## src/rtl/seven_seg_pkg.sv

```systemverilog
// Shared segment encodings, FSM state type and nibble-to-segment decoder for
// the serial seven-segment display path. Segments are active-low, bit 6 = g.
package seven_seg_pkg;

   localparam logic [6:0] SEG_0     = 7'b1000000;
   localparam logic [6:0] SEG_1     = 7'b1111001;
   localparam logic [6:0] SEG_2     = 7'b0100100;
   localparam logic [6:0] SEG_3     = 7'b0110000;
   localparam logic [6:0] SEG_4     = 7'b0011001;
   localparam logic [6:0] SEG_5     = 7'b0010010;
   localparam logic [6:0] SEG_6     = 7'b0000010;
   localparam logic [6:0] SEG_7     = 7'b1111000;
   localparam logic [6:0] SEG_8     = 7'b0000000;
   localparam logic [6:0] SEG_9     = 7'b0010000;
   localparam logic [6:0] SEG_DASH  = 7'b0111111;
   localparam logic [6:0] SEG_BLANK = 7'b1111111;

   typedef enum logic [1:0] {
      ST_IDLE,
      ST_SHIFT,
      ST_COMMIT
   } state_t;

   // Non-decimal nibbles can only appear on a corrupted BCD word; show nothing.
   function automatic logic [6:0] seg_decode(input logic [3:0] nibble);
      case (nibble)
         4'd0:    return SEG_0;
         4'd1:    return SEG_1;
         4'd2:    return SEG_2;
         4'd3:    return SEG_3;
         4'd4:    return SEG_4;
         4'd5:    return SEG_5;
         4'd6:    return SEG_6;
         4'd7:    return SEG_7;
         4'd8:    return SEG_8;
         4'd9:    return SEG_9;
         default: return SEG_BLANK;
      endcase
   endfunction

endpackage

```

## src/rtl/bcd_serial_engine.sv

```systemverilog
// Serial binary-to-BCD converter (shift/add-3), one source bit per clock.
// done is high while the final shift is about to happen on the next edge.
module bcd_serial_engine #(
   parameter int DATA_WIDTH = 32,
   parameter int INT_DIGITS = (DATA_WIDTH * 3) / 10 + 1
) (
   input  logic                    clock,
   input  logic                    reset,
   input  logic                    start,
   input  logic [DATA_WIDTH-1:0]   bin_in,
   output logic                    done,
   output logic [4*INT_DIGITS-1:0] bcd_out
);

   localparam int COUNT_W = $clog2(DATA_WIDTH + 1);

   logic [DATA_WIDTH-1:0]   src;
   logic [4*INT_DIGITS-1:0] bcd;
   logic [4*INT_DIGITS-1:0] adjusted;
   logic [COUNT_W-1:0]      count;

   always_comb begin
      for (int i = 0; i < INT_DIGITS; i++) begin
         adjusted[4*i +: 4] = (bcd[4*i +: 4] >= 4'd5) ? bcd[4*i +: 4] + 4'd3 : bcd[4*i +: 4];
      end
   end

   // NOTE: only the counter needs reset; src/bcd are reloaded by every start
   // and are never observed while the counter is idle at zero.
   always_ff @(posedge clock) begin
      if (reset) begin
         count <= '0;
      end else if (start) begin
         src   <= bin_in;
         bcd   <= '0;
         count <= COUNT_W'(DATA_WIDTH);
      end else if (count != '0) begin
         {bcd, src} <= {adjusted[4*INT_DIGITS-2:0], src, 1'b0};
         count      <= count - 1'b1;
      end
   end

   assign done    = (count == COUNT_W'(1));
   assign bcd_out = bcd;

endmodule

```

## src/rtl/seven_segment_serial_display.sv

```systemverilog
// Registered value/PC decimal display: one shared serial BCD engine, signed
// input, leading-zero blanking, overflow flag and a coalescing update handshake.
module seven_segment_serial_display
   import seven_seg_pkg::*;
#(
   parameter int DATA_WIDTH    = 32,
   parameter int DIGITS        = 8,
   parameter int PC_DIGITS     = 4,
   parameter int BLANK_LEADING = 1
) (
   input  logic                  clock,
   input  logic                  reset,
   input  logic [DATA_WIDTH-1:0] value_in,
   input  logic                  value_signed,
   input  logic [DATA_WIDTH-1:0] pc_in,
   input  logic                  show_value,
   input  logic                  update,
   output logic                  busy,
   output logic                  overflow,
   output logic [7*DIGITS-1:0]   display_out
);

   localparam int INT_DIGITS = (DATA_WIDTH * 3) / 10 + 1;

   state_t                  state;
   logic                    pending;
   logic                    mode_value;
   logic                    neg;
   logic                    start;
   logic                    eng_done;
   logic [DATA_WIDTH-1:0]   src_in;
   logic [4*INT_DIGITS-1:0] eng_bcd;
   logic [7*DIGITS-1:0]     fmt_display;
   logic                    fmt_overflow;
   logic                    leading;
   logic [3:0]              dig;

   function automatic logic [3:0] bcd_at(input logic [4*INT_DIGITS-1:0] b, input int i);
      if (i >= 0 && i < INT_DIGITS) return b[4*i +: 4];
      return 4'd0;
   endfunction

   assign start = (state == ST_IDLE) && (update || pending);

   always_comb begin
      if (show_value && value_signed && value_in[DATA_WIDTH-1]) src_in = -value_in;
      else if (show_value)                                       src_in = value_in;
      else                                                       src_in = pc_in;
   end

   bcd_serial_engine #(
      .DATA_WIDTH (DATA_WIDTH),
      .INT_DIGITS (INT_DIGITS)
   ) u_engine (
      .clock   (clock),
      .reset   (reset),
      .start   (start),
      .bin_in  (src_in),
      .done    (eng_done),
      .bcd_out (eng_bcd)
   );

   // NOTE: every variable gets a default before any branch so no latch is inferred.
   always_comb begin
      fmt_display  = {DIGITS{SEG_DASH}};
      fmt_overflow = 1'b0;
      leading      = (BLANK_LEADING != 0);
      dig          = 4'd0;
      if (mode_value) begin
         for (int i = DIGITS; i < INT_DIGITS; i++) begin
            if (bcd_at(eng_bcd, i) != 4'd0) fmt_overflow = 1'b1;
         end
         if (neg && bcd_at(eng_bcd, DIGITS - 1) != 4'd0) fmt_overflow = 1'b1;
         if (!fmt_overflow) begin
            for (int k = DIGITS - 1; k >= 0; k--) begin
               dig = bcd_at(eng_bcd, k);
               if (leading && dig == 4'd0 && k != 0) begin
                  fmt_display[7*k +: 7] = SEG_BLANK;
               end else begin
                  leading               = 1'b0;
                  fmt_display[7*k +: 7] = seg_decode(dig);
               end
            end
            // The sign occupies a fixed position, not the slot next to the number.
            if (neg) fmt_display[7*(DIGITS-1) +: 7] = SEG_DASH;
         end
      end else begin
         for (int j = 0; j < PC_DIGITS; j++) begin
            fmt_display[7*(DIGITS-PC_DIGITS+j) +: 7] = seg_decode(bcd_at(eng_bcd, j));
         end
      end
   end

   // NOTE: all state and outputs use non-blocking assignments so every register
   // sees pre-edge values regardless of statement order.
   always_ff @(posedge clock) begin
      if (reset) begin
         state       <= ST_IDLE;
         pending     <= 1'b0;
         busy        <= 1'b0;
         overflow    <= 1'b0;
         mode_value  <= 1'b0;
         neg         <= 1'b0;
         display_out <= {DIGITS{SEG_DASH}};
      end else begin
         case (state)
            ST_IDLE: begin
               if (start) begin
                  pending    <= 1'b0;
                  mode_value <= show_value;
                  neg        <= show_value && value_signed && value_in[DATA_WIDTH-1];
                  busy       <= 1'b1;
                  state      <= ST_SHIFT;
               end
            end
            ST_SHIFT: begin
               if (update)   pending <= 1'b1;
               if (eng_done) state   <= ST_COMMIT;
            end
            ST_COMMIT: begin
               if (update) pending <= 1'b1;
               display_out <= fmt_display;
               overflow    <= fmt_overflow;
               busy        <= 1'b0;
               state       <= ST_IDLE;
            end
            default: begin
               busy  <= 1'b0;
               state <= ST_IDLE;
            end
         endcase
      end
   end

endmodule

```

## config.mk

```make
export PLATFORM = sky130hd
export DESIGN_NAME = seven_segment_serial_display
export DESIGN_NICKNAME = d
export VERILOG_FILES = /design/src/rtl/seven_seg_pkg.sv /design/src/rtl/bcd_serial_engine.sv /design/src/rtl/seven_segment_serial_display.sv
export SDC_FILE = /design/constraint.sdc
export NUM_CORES = 1
export LEC_CHECK = 0
export BUFFER_PORTS_ARGS = -buffer_cell sky130_fd_sc_hd__buf_4
export CORE_ASPECT_RATIO = 2
export CORE_MARGIN = 5
export CORE_UTILIZATION = 26
export CTS_CLUSTER_DIAMETER = 60
export DETAILED_ROUTE_END_ITERATION = 8
export HOLD_SLACK_MARGIN = 0.15
export SYNTH_ARGS = -nofsm -noshare
export SYNTH_HDL_FRONTEND = slang
export SYNTH_HIERARCHICAL = 1
export SYNTH_SLANG_ARGS = --single-unit
```

## constraint.sdc

```tcl
create_clock -name clock -period 6.2 [get_ports clock]
set_input_delay 0.62 -clock clock [delete_from_list [all_inputs] [get_ports clock]]
set_output_delay 0.62 -clock clock [all_outputs]
set_load 0.02 [all_outputs]
```

==> qor.yml <==
rsz0062_at_grt: "no"
numCtsBuffers: 17
startpoint: "state[0]$_SDFFE_PP0P_"
cts_hold_buf: 0
tns_ns: 0
dieHeight_microns: 277
io_buffers: 126
clk_latency_ns: 0.43
post_cts_buffers: 0
reg2reg_to: "u_engine/bcd_out[31]$_SDFFCE_PP0P_"
cp_data_required_time_ns: 6.25
pre_cts_ws_ns: 2.81
min_from: "update"
finalWorstSetupSlack_ns: 2.87
final.min_clock_period_ns: 3.33
synthCells: 1079
drive_above_1_share: 0.199
antenna_found_initial: 0
grt_pass1_vias: 7878
finClkSkew_ns: 0.00859
drt-initial-drc-count: 334
drt_first_pass_iters: 5
pin_count: 127
coreArea_sq_um: 35600
reg2reg_from: "state[0]$_SDFFE_PP0P_"
p_leak_nw: 4.29
grt_pass1_wl_microns: 40900
tightest_slew_ns: 0.779
cts-root-buf: "clkbuf_16"
area_delta_synth_final_pct: 20.9
place_congestion: 0.845
max_freq_mhz: 300
worst_hold_path_type: "in2reg"
ctsHtreeMaxLevel: 4
arrival_ns: 3.39
rows: 98
nets: 1305
antennaDiodeCount: 0
critPathKind: "reg2reg"
numClockSinks: 141
dp_cells: 1604
initial_utilization: 0.261
setup_viol: 0
via_per_inst: 4.91
status: "complete, no violations"
maxSlewHeadroom: 0.477
avgSynthCellArea_sq_um: 8.61
netlist-cell-type-count: 66
die_w_microns: 144
r2r_cells: 8
yosysTopAreaCell: "edfxtp_1"
worstSetupEndpointType: "flop"
synthArstFlopShare: 0
cts_tree: "yes"
synth_top_area_frac: 0.233
finalMaxSlewViolations: 0
total_power_mw: 4.97
max-clock-path-buffers: 2
place_hpwl_microns: 19200
synth_warnings: 6
routedWlPerCell_microns: 15.6
crit_fanout: 55
ys.flop_type: "edfxtp_1"
clk_transition_reported_paths_ns: 0.06
grt_usage: 0.128
yosysSeqAreaShare: 0.382
synth_edf_count: 72
synth_seq_cells: 141
r2r_slack_ns: 2.87
final_cells: 1636
crit_end: "u_engine/bcd_out[31]$_SDFFCE_PP0P_"
syn_area_sq_um: 9290
crit_path_start_kind: "flop"
grt_max_degree: 72
ir_worst_vdd_mv: 0.204
hold_viol: 0
dieArea_sq_um: 39800
drtAntennaViolNets: 0
cts_resized: 0
yosys-top-cells-area: "edfxtp_1 23%, dfxtp_1 15%, ha_1 8.5%"
drt_wl_total_microns: 25500
p_per_area_nw_per_um2: 443
route.vias.total: 8037
gr-total-overflow: 0
synth_nets: 1211
period_share: 0.537
drc: 0
cap_violations: 0
==> placed cells by master, fill, tap and decap left out, types with 3 or more instances in the layout <==
master,count
a211oi_1,5
nand2_1,63
a2bb2oi_1,3
dfxtp_1,69
nand2b_1,32
a21oi_1,120
nor2_1,146
o21a_1,4
xnor2_1,14
nand4_1,9
and2_1,5
o22ai_1,16
o31ai_1,11
or2_2,3
o21ai_0,80
o211ai_1,5
mux2_2,52
o32ai_1,4
inv_1,56
buf_4,134
xor2_1,26
edfxtp_1,72
nand3b_1,7
o41ai_1,5
clkbuf_16,19
ha_1,62
clkbuf_8,5
nor3b_1,6
o311ai_0,5
nor4_1,11
nand3_1,17
mux2i_1,6
a31oi_1,9
or3_1,6
nor3_1,47
nor2b_1,5
==> state kept, by name, summed over array words and instances, names as in the netlist <==
signal / cells
u_engine/bcd_out: 40
mode_value: 1
state: 2
overflow: 1
neg: 1
busy: 1
pending: 1
u_engine/count: 6
u_engine/src: 32
display_out: 56
==> critical path, stage by stage (launching register included) <==
cell and delay [ns]:
dfxtp_1 0.32, inv_1 0.11, ha_1 0.24, o21ai_0 0.24, inv_2 0.09, buf_4 0.47, inv_1 0.18, a21oi_4 0.53
buf_4 0.69
==> routing by layer <==
layer  part of all wire  routed length [microns]  vias to the layer above  GRT usage
li1                   -                        -                     4036          -
met1               0.38                     9710                     3771      0.135
met2               0.55                    14000                      185      0.240
met3              0.039                      991                       45     0.0240
met4              0.034                      862                        0     0.0575
met5                  0                        0                        -          0
==> metrics by stage <==
stage | area, sq um | util | hold slack, ns
4_1_cts | 11200 | 0.316 | 0.428
2_1_floorplan | 9290 | - | 0.455
3_3_place_gp | 10600 | 0.299 | 0.457
6_report | 11200 | 0.316 | 0.460
3_5_place_dp | 10600 | 0.299 | 0.464
5_1_grt | 11200 | 0.316 | 0.438
==> where the power goes <==
part | internal (mW) | switching, mW | total, mW
logic | 0.925 | 1.21 | 2.14
registers | 1.40 | 0.406 | 1.81
clock network | 0.616 | 0.408 | 1.02
total | 2.94 | 2.03 | 4.97
==> final cells by class <==
type	count	area, sq um
sequential	141	3540
multi-input combinational	821	5300
inverter	58	218
clock buffer	26	552
tap	450	563
fill	3756	24300
timing repair buffer	134	1010
clock inverter	6	45.0
==> logic make-up after synthesis <==
logic type | after synthesis | synth area share
flip-flops | 141 | 0.382
buffers and inverters | 117 | 0.0493
AO/OA/AOI/OAI | 287 | 0.182
XOR/XNOR | 40 | 0.0377
multiplexers | 58 | 0.0695
AND/OR/NAND/NOR | 373 | 0.195
adder cells (fa/ha/maj) | 63 | 0.0849
==> cells in the mapped netlist (5+ instances only) <==
cell type,count
a211oi_1,5
a21oi_1,121
a31oi_1,9
and2_1,5
buf_2,9
clkbuf_1,47
dfxtp_1,69
edfxtp_1,72
ha_1,63
inv_1,57
mux2_2,52
mux2i_1,6
nand2_1,63
nand2b_1,32
nand3_1,17
nand3b_1,7
nand4_1,9
nor2_1,146
nor2b_1,5
nor3_1,47
nor3b_1,6
nor4_1,11
o211ai_1,5
o21ai_0,80
o22ai_1,16
o311ai_0,5
o31ai_1,11
o41ai_1,5
or3_1,6
xnor2_1,14
xor2_1,26
==> worst min-delay path by stage <==
stage,endpoint,slack (ns),cells after the start
after CTS,pending$_SDFFE_PP0P_,0.43,3
after detailed placement,overflow$_SDFFE_PP0N_,0.46,2
after global routing,pending$_SDFFE_PP0P_,0.44,3
after floorplan,neg$_SDFFE_PP0P_,0.45,2
final,pending$_SDFFE_PP0P_,0.46,3
after global placement,overflow$_SDFFE_PP0N_,0.46,2
Power figures use the tool's default switching activity.
